### src/rtl/axis_variable_sched_if.sv
// axis_variable_sched_if: AXI-Stream master bus carrying one variable value tagged with its channel index
interface axis_variable_sched_if #(
  parameter int AXIS_TDATA_WIDTH = 32,
  parameter int DEST_WIDTH = 4
);
  logic [AXIS_TDATA_WIDTH-1:0] tdata;
  logic [DEST_WIDTH-1:0] tdest;
  logic tvalid;
  logic tready;
  modport master (output tdata, tdest, tvalid, input tready);
  modport slave (input tdata, tdest, tvalid, output tready);
endinterface

### src/rtl/axis_variable_sched.sv
// axis_variable_sched: reports changed (or refreshed) channel values over one AXIS master, round-robin
module axis_variable_sched #(
  parameter int AXIS_TDATA_WIDTH = 32,
  parameter int NUM_CH = 4,
  parameter int DEST_WIDTH = 4
) (
  input  logic m_axis_aclk,
  input  logic m_axis_areset,
  input  logic [NUM_CH*AXIS_TDATA_WIDTH-1:0] data_in,
  input  logic [NUM_CH-1:0] ch_enable,
  input  logic refresh,
  axis_variable_sched_if.master m_axis,
  output logic busy
);
  localparam int W = AXIS_TDATA_WIDTH;
  localparam int CW = $clog2(NUM_CH);
  typedef enum logic {EMPTY, FULL} state_t;
  state_t state_q, state_d;
  logic [W-1:0] shadow_q [NUM_CH];
  logic [NUM_CH-1:0] pend_q, pend_d, set_v, done_v;
  logic [CW-1:0] last_q, grant, idx;
  logic [W-1:0] tdata_q;
  logic [DEST_WIDTH-1:0] tdest_q;
  logic free, hit, take;
  // Round-robin pick among pending channels, searching from the one after the last grant
  always_comb begin
    grant = last_q;
    hit = 1'b0;
    idx = last_q;
    for (int k = 1; k <= NUM_CH; k++) begin
      idx = CW'((int'(last_q) + k) % NUM_CH);
      if (!hit && pend_q[idx]) begin
        grant = idx;
        hit = 1'b1;
      end
    end
  end
  // Pend bookkeeping: a fresh change or refresh outranks the clear caused by this cycle's grant
  always_comb begin
    free = !m_axis.tvalid || m_axis.tready;
    take = free && hit;
    done_v = take ? ({{(NUM_CH-1){1'b0}}, 1'b1} << grant) : '0;
    for (int i = 0; i < NUM_CH; i++)
      set_v[i] = ch_enable[i] && ((data_in[i*W +: W] != shadow_q[i]) || refresh);
    pend_d = ch_enable & (set_v | (pend_q & ~done_v));
    state_d = free ? (hit ? FULL : EMPTY) : state_q;
  end
  // Output slot FSM with shadows, pend bits and registered beat contents
  always_ff @(posedge m_axis_aclk) begin
    if (m_axis_areset) begin
      state_q <= EMPTY;
      pend_q <= '0;
      last_q <= CW'(NUM_CH - 1);
      tdata_q <= '0;
      tdest_q <= '0;
      for (int i = 0; i < NUM_CH; i++) shadow_q[i] <= '0;
    end else begin
      state_q <= state_d;
      pend_q <= pend_d;
      for (int i = 0; i < NUM_CH; i++) shadow_q[i] <= data_in[i*W +: W];
      if (take) begin
        tdata_q <= shadow_q[grant];
        tdest_q <= DEST_WIDTH'(grant);
        last_q <= grant;
      end
    end
  end
  assign m_axis.tvalid = (state_q == FULL);
  assign m_axis.tdata = tdata_q;
  assign m_axis.tdest = tdest_q;
  assign busy = (|pend_q) || (state_q == FULL);
endmodule

### src/flat_wrapper.sv
// flat-port wrapper written by rule: the top's interface ports become plain ports
module axis_variable_sched_flat 
#(
  parameter int AXIS_TDATA_WIDTH = 32,
  parameter int NUM_CH = 4,
  parameter int DEST_WIDTH = 4
)
  (m_axis_aclk, m_axis_areset, data_in, ch_enable, refresh, busy, m_axis_tdata, m_axis_tdest, m_axis_tvalid, m_axis_tready);
  axis_variable_sched_if #(.AXIS_TDATA_WIDTH(AXIS_TDATA_WIDTH), .DEST_WIDTH(DEST_WIDTH)) m_axis_i ();
  input  logic m_axis_aclk;
  input  logic m_axis_areset;
  input  logic [NUM_CH*AXIS_TDATA_WIDTH-1:0] data_in;
  input  logic [NUM_CH-1:0] ch_enable;
  input  logic refresh;
  output logic busy;
  output wire logic [$bits(m_axis_i.tdata)-1:0] m_axis_tdata;
  output wire logic [$bits(m_axis_i.tdest)-1:0] m_axis_tdest;
  output wire logic [$bits(m_axis_i.tvalid)-1:0] m_axis_tvalid;
  input wire logic [$bits(m_axis_i.tready)-1:0] m_axis_tready;
  assign m_axis_tdata = m_axis_i.tdata;
  assign m_axis_tdest = m_axis_i.tdest;
  assign m_axis_tvalid = m_axis_i.tvalid;
  assign m_axis_i.tready = m_axis_tready;
  axis_variable_sched #(.AXIS_TDATA_WIDTH(AXIS_TDATA_WIDTH), .NUM_CH(NUM_CH), .DEST_WIDTH(DEST_WIDTH)) u_core (.m_axis_aclk(m_axis_aclk), .m_axis_areset(m_axis_areset), .data_in(data_in), .ch_enable(ch_enable), .refresh(refresh), .m_axis(m_axis_i), .busy(busy));
endmodule
### config.mk
export PLATFORM = sky130hd
export DESIGN_NAME = axis_variable_sched_flat
export DESIGN_NICKNAME = d
export VERILOG_FILES = /design/src/rtl/axis_variable_sched_if.sv /design/src/rtl/axis_variable_sched.sv /design/src/flat_wrapper.sv
export SDC_FILE = /design/constraint.sdc
export NUM_CORES = 1
export LEC_CHECK = 0
export CAP_MARGIN = 20
export CORE_ASPECT_RATIO = 0.9
export CORE_MARGIN = 3
export CORE_UTILIZATION = 35
export DETAILED_ROUTE_END_ITERATION = 10
export HOLD_SLACK_MARGIN = 0.05
export SYNTH_ARGS = -nofsm -noshare
export SYNTH_HDL_FRONTEND = slang
export SYNTH_SLANG_ARGS = --single-unit
### constraint.sdc
create_clock -name m_axis_aclk -period 3.27 [get_ports m_axis_aclk]
set_input_delay 0.981 -clock m_axis_aclk [delete_from_list [all_inputs] [get_ports m_axis_aclk]]
set_output_delay 0.981 -clock m_axis_aclk [all_outputs]
set_load 0.01 [all_outputs]
# ---- Yosys cells after proc, flatten, opt, wreduce, memory -nomap -nowiden
# Memory sizes are Yosys's and may differ from the RTL's. A register that Yosys moved wholly into a read port is not among the register bits.
# Cells that the tools add are included.
dict set report word_totals {
  out_inout_bits 38
  mem_count 1
  register_bits 9
  ramBits 128
  word_cells 70
}
# memory words width rd rd_ports_with_merged_regs write_ports line_no
set memory_table {}
lappend memory_table {u_core.shadow_q 4 32 5 1 4 axis_variable_sched.sv:19} ;# logic [W-1:0] shadow_q [NUM_CH];
dict set report classes {
  n_mux 25
  n_lt_le_gt_ge 4
  n_eq_ne 4
  bitwise 8
  n_addsub 4
  n_reduce_logical 19
  shift 1
}
# op count
set ops {}
lappend ops {{32-bit 2-to-1 mux} 4}
lappend ops {{32-bit != test} 4}
lappend ops {{2-bit by 3-bit less-than comparator with 1-bit output (second input constant)} 4}
lappend ops {{1-bit 2-to-1 mux} 12}
lappend ops {{4-bit bitwise AND} 2}
lappend ops {{1-bit binary-select mux with 2-bit select} 4}
lappend ops {{1-bit logical AND} 8}
lappend ops {{2-bit 2-to-1 mux} 4}
lappend ops {{1-bit logical OR} 6}
lappend ops {{2-bit by 1-bit adder with 2-bit output (second input constant)} 2}
lappend ops {{2-bit adder (second input constant)} 2}
lappend ops {{1-bit zero test} 4}
lappend ops {{4-bit 2-to-1 mux} 1}
lappend ops {{4-bit NOT} 1}
lappend ops {{1-bit bitwise OR} 4}
lappend ops {{4-bit bitwise OR} 1}
lappend ops {{4-bit OR reduction} 1}
lappend ops {{1-bit by 2-bit << shifter with 4-bit output (first input constant)} 1}

# ---- Depth between registers and ports, before layout
# Gate-level depths: netlist of run 1.
dict set report depth {
  depth_word 19
  depth_mapped 8
  mapped_depth_nobuf 5
}

# ---- Worst setup path after synthesis of run 1
# No wires, ideal clock.
dict set report synth_timing {
  path_kind {input port to flip-flop}
  start {input m_axis_tready}
  end {register u_core.tdata_q[10] (netlist: u_core.m_axis.tdata[10]) (read register of u_core.shadow_q)}
  required_ps 3203
  t_arrival_ps 2093
  stages 5
  setup_time_ps 67
  slack_ps 1110
  cell_sequence {and2b_1 > nor3_1 > or4b_4 > buf_6 > o21ai_2}
}
dict set report synth_via {
  elab_chain_cells 2
}
# item line_no
set synth_lines {}
lappend synth_lines {{from (decl)} flat_wrapper.sv:19} ;# input wire logic [$bits(m_axis_i.tready)-1:0] m_axis_tready;
lappend synth_lines {{1-bit logical OR} axis_variable_sched.sv:40} ;# free = !m_axis.tvalid || m_axis.tready;
lappend synth_lines {{1-bit logical AND} axis_variable_sched.sv:41} ;# take = free && hit;
lappend synth_lines {{to (decl)} axis_variable_sched.sv:22} ;# logic [W-1:0] tdata_q;
# Every way passes these cells.
# A chain may end at the register's enable or synchronous reset.

# ---- Worst setup path after layout of run 1
dict set report layout_timing {
  start {register u_core.pend_q[1]}
  end {output busy}
}
dict set report layout_via {
  elab_chain_cells 2
}
# item line_no
set layout_lines {}
lappend layout_lines {{from (decl)} axis_variable_sched.sv:20} ;# logic [NUM_CH-1:0] pend_q, pend_d, set_v, done_v;
lappend layout_lines {{from (signal assigned)} axis_variable_sched.sv:59} ;# pend_q <= pend_d;
lappend layout_lines {{4-bit OR reduction} axis_variable_sched.sv:71} ;# assign busy = (|pend_q) || (state_q == FULL);
lappend layout_lines {{1-bit logical OR} axis_variable_sched.sv:71}
lappend layout_lines {{to (decl)} flat_wrapper.sv:15} ;# output logic busy;
# Every way passes these cells.

==> flow_summary.json, run 1 <==
{
  "status": "completed",
  "die_area_mm2": 0.0234,
  "yosysWarnings": 0,
  "critPathLaunchType": "flip-flop",
  "grt-ovfl-total": 0,
  "area_growth_pct": 34.4,
  "multi_input_area_mm2": 0.00392,
  "antenna_left": 0,
  "post_drt_wl_per_cell_um": 18.2,
  "pin_count": 174,
  "ys_ff_latch": 169,
  "syn-cell-area_mm2": 0.00755,
  "final_common_cell": "clkdlybuf4s50_1",
  "fill_cells": 1986,
  "ys.flop_type": "dfxtp_1",
  "rsz0062_at_grt": "no",
  "powerDensity_mw_per_mm2": 542,
  "drtIter0Drc": 206,
  "path_clk_slew_ns": 0.06,
  "fp.dieH_um": 145,
  "syn_area_per_cell_um2": 11.0,
  "maxCapViolations": 0,
  "max_slew_margin": 0.514,
  "dp.final_hpwl_mm": 16.2,
  "highest_layer": "met4",
  "clk_latency_ns": 0.43,
  "cts_made_buffers": 17,
  "finalCritPeriodShare": 0.863,
  "ys_seq_area_frac": 0.448,
  "setup_violations": 0,
  "antenna_found_initial": 0,
  "numPortBuffers": 171,
  "cp.buffers_inverters": 1,
  "cts.sinks": 169,
  "p_leak_nw": 4.10,
  "slew_viol_final": 0,
  "rrSetupSlack_ns": 1.20,
  "synthCells": 684,
  "critical_path_class": "reg -> out",
  "synth_edf_count": 0,
  "nNetsFinal": 987,
  "max_freq_mhz": 354,
  "vias_per_cell": 4.55,
  "gp_congestion": 0.810,
  "peakVddDrop_v": 0.000224,
  "async_flop_share": 0,
  "final_cell_mix": "clkdlybuf4s50_1, dfxtp_1, nor2b_1",
  "postLayoutCoreUtil": 0.483,
  "dr.pass1.iters": 4,
  "seq_area_mm2": 0.00338,
  "routed_wl_mm": 20.9,
  "start_util": 0.359,
  "final_hold_viol_count": 0,
  "path_delay_family": "simple AND/OR/NAND/NOR gates",
  "die_w_um": 161,
  "floorplan.rows": 50,
  "grt_pass1_wl_mm": 31.9,
  "drive_above_1_share": 0.127,
  "route.detailed.drc": 0,
  "crit_arrival_ns": 1.84,
  "track_usage": 0.181,
  "endpoint_kind": "primary output",
  "wl_met3_um": 852,
  "clk_path_buf_depth": 2,
  "path_cells": "nor4_4 > nand2b_1 > clkdlybuf4s50_1",
  "post_cts_buffers": 0,
  "clock_skew_ns": 0.00861,
  "met2WireLength_mm": 9.23,
  "fin_total_pwr_mw": 5.50,
  "critical_path.max_fanout": 5,
  "core-area_mm2": 0.0210,
  "period_minus_slack_ns": 2.82,
  "num_vias": 5235,
  "critPathMaxStageDelay_ns": 0.49,
  "cts_tree": "done",
  "htree_num_levels": 4,
  "grt_pass1_vias": 5463,
  "diodes": 0,
  "drt-met1-wl_mm": 10.6,
  "setup_tns_ns": 0,
  "hold_path_class": "reg -> reg",
  "grt_max_degree": 69,
  "yosysUniqueCellTypes": 43,
  "cts_root_buffer": "clkbuf_16",
  "required_ns": 2.29,
  "cts_hold_buf": 0,
  "critPathSlowestCell": "clkdlybuf4s50_1",
  "post_cts_resized": 0,
  "worst_slew_pin_slew_ns": 0.729
}
## cells by family (layout without fill, tap and decap cells)
logic type / count (synthesis) / after routing / synth area share
AOI/OAI and AO/OA: 80 / 80 / 0.113
xor gates and xnor gates: 128 / 128 / 0.148
buffers and inverters: 35 / 214 / 0.0346
DFF: 169 / 169 / 0.448
muxes: 65 / 65 / 0.0861
other: 1 / 2 / 0.000496
and+or+nand+nor: 206 / 206 / 0.169
## per-layer routing
metal,vias to the layer above,global-route usage
met5,-,0
met4,0,0.0426
met3,17,0.0384
met2,122,0.275
met1,2430,0.263
li1,2666,-
## synth_stat cells, drive strengths merged (2+ instances only)
master	count	area, um2
clkbuf	18	92.6
a21o	2	16.3
nor2b	128	801
dfxtp	169	3380
or3	5	31.3
mux2i	65	651
a2bb2oi	31	459
nand3	4	20.0
nand2	8	30.0
nor4	25	171
o21ai	36	293
xnor2	16	140
buf	15	146
xor2	112	981
nor2	6	32.5
a21oi	8	43.8
nand2b	5	31.3
nand4	8	50.1
nor3	12	60.1
## worst min-delay path: stages (launching register included)
cell       delay, ns
dfxtp_1         0.34
a2bb2oi_2       0.06
o21ai_2         0.04
## final timing paths
path,startpoint,depth (start not counted),endpoint
max,u_core.pend_q[1],3,busy
min,u_core.m_axis.tdata[18],2,u_core.m_axis.tdata[18]
max reg2reg,u_core.last_q[1],6,u_core.m_axis.tdata[22]
min reg2reg,u_core.m_axis.tdata[18],2,u_core.m_axis.tdata[18]
## stage by stage
stage	instances	instance area [um2]	hold WS, ns	setup WS (ns)
detailed placement	1118	9510	0.455	0.411
global route	1150	10200	0.493	0.349
CTS	1150	10200	0.466	0.416
floorplan	685	7560	0.481	1.11
finish	1150	10200	0.468	0.447
global placement	1117	9490	0.447	0.338
## cell type report
| type | count | area share |
|---|---|---|
| repair buffers | 181 | 0.182 |
| inverters | 1 | 0.000370 |
| clock inverters | 10 | 0.0163 |
| well taps | 286 | 0.0352 |
| flip-flops and latches | 169 | 0.333 |
| multi-input cells | 481 | 0.386 |
| clock buffers | 22 | 0.0467 |
## sequential cells by signal, indices dropped and copies added (netlist names)
register / flops
u_core.m_axis.tvalid: 1
u_core.last_q: 2
u_core.m_axis.tdata: 32
u_core.shadow_q: 128
u_core.m_axis.tdest: 2
u_core.pend_q: 4
## where the power goes
group	internal, mW	switching [mW]
clock network	1.34	0.831
registers	2.20	0.105
logic	0.552	0.477
Note: power is estimated with default switching activity, not from simulation.
==> run 2: changes to the inputs <==
--- a/config.mk
+++ b/config.mk
@@ -11,6 +11,7 @@
 export CORE_UTILIZATION = 35
 export DETAILED_ROUTE_END_ITERATION = 10
 export HOLD_SLACK_MARGIN = 0.05
+export PLACE_DENSITY = 0.6
 export SYNTH_ARGS = -nofsm -noshare
 export SYNTH_HDL_FRONTEND = slang
 export SYNTH_SLANG_ARGS = --single-unit
==> results of run 2 <==
No change in the layout: final DEF, timing and power equal those of run 1.
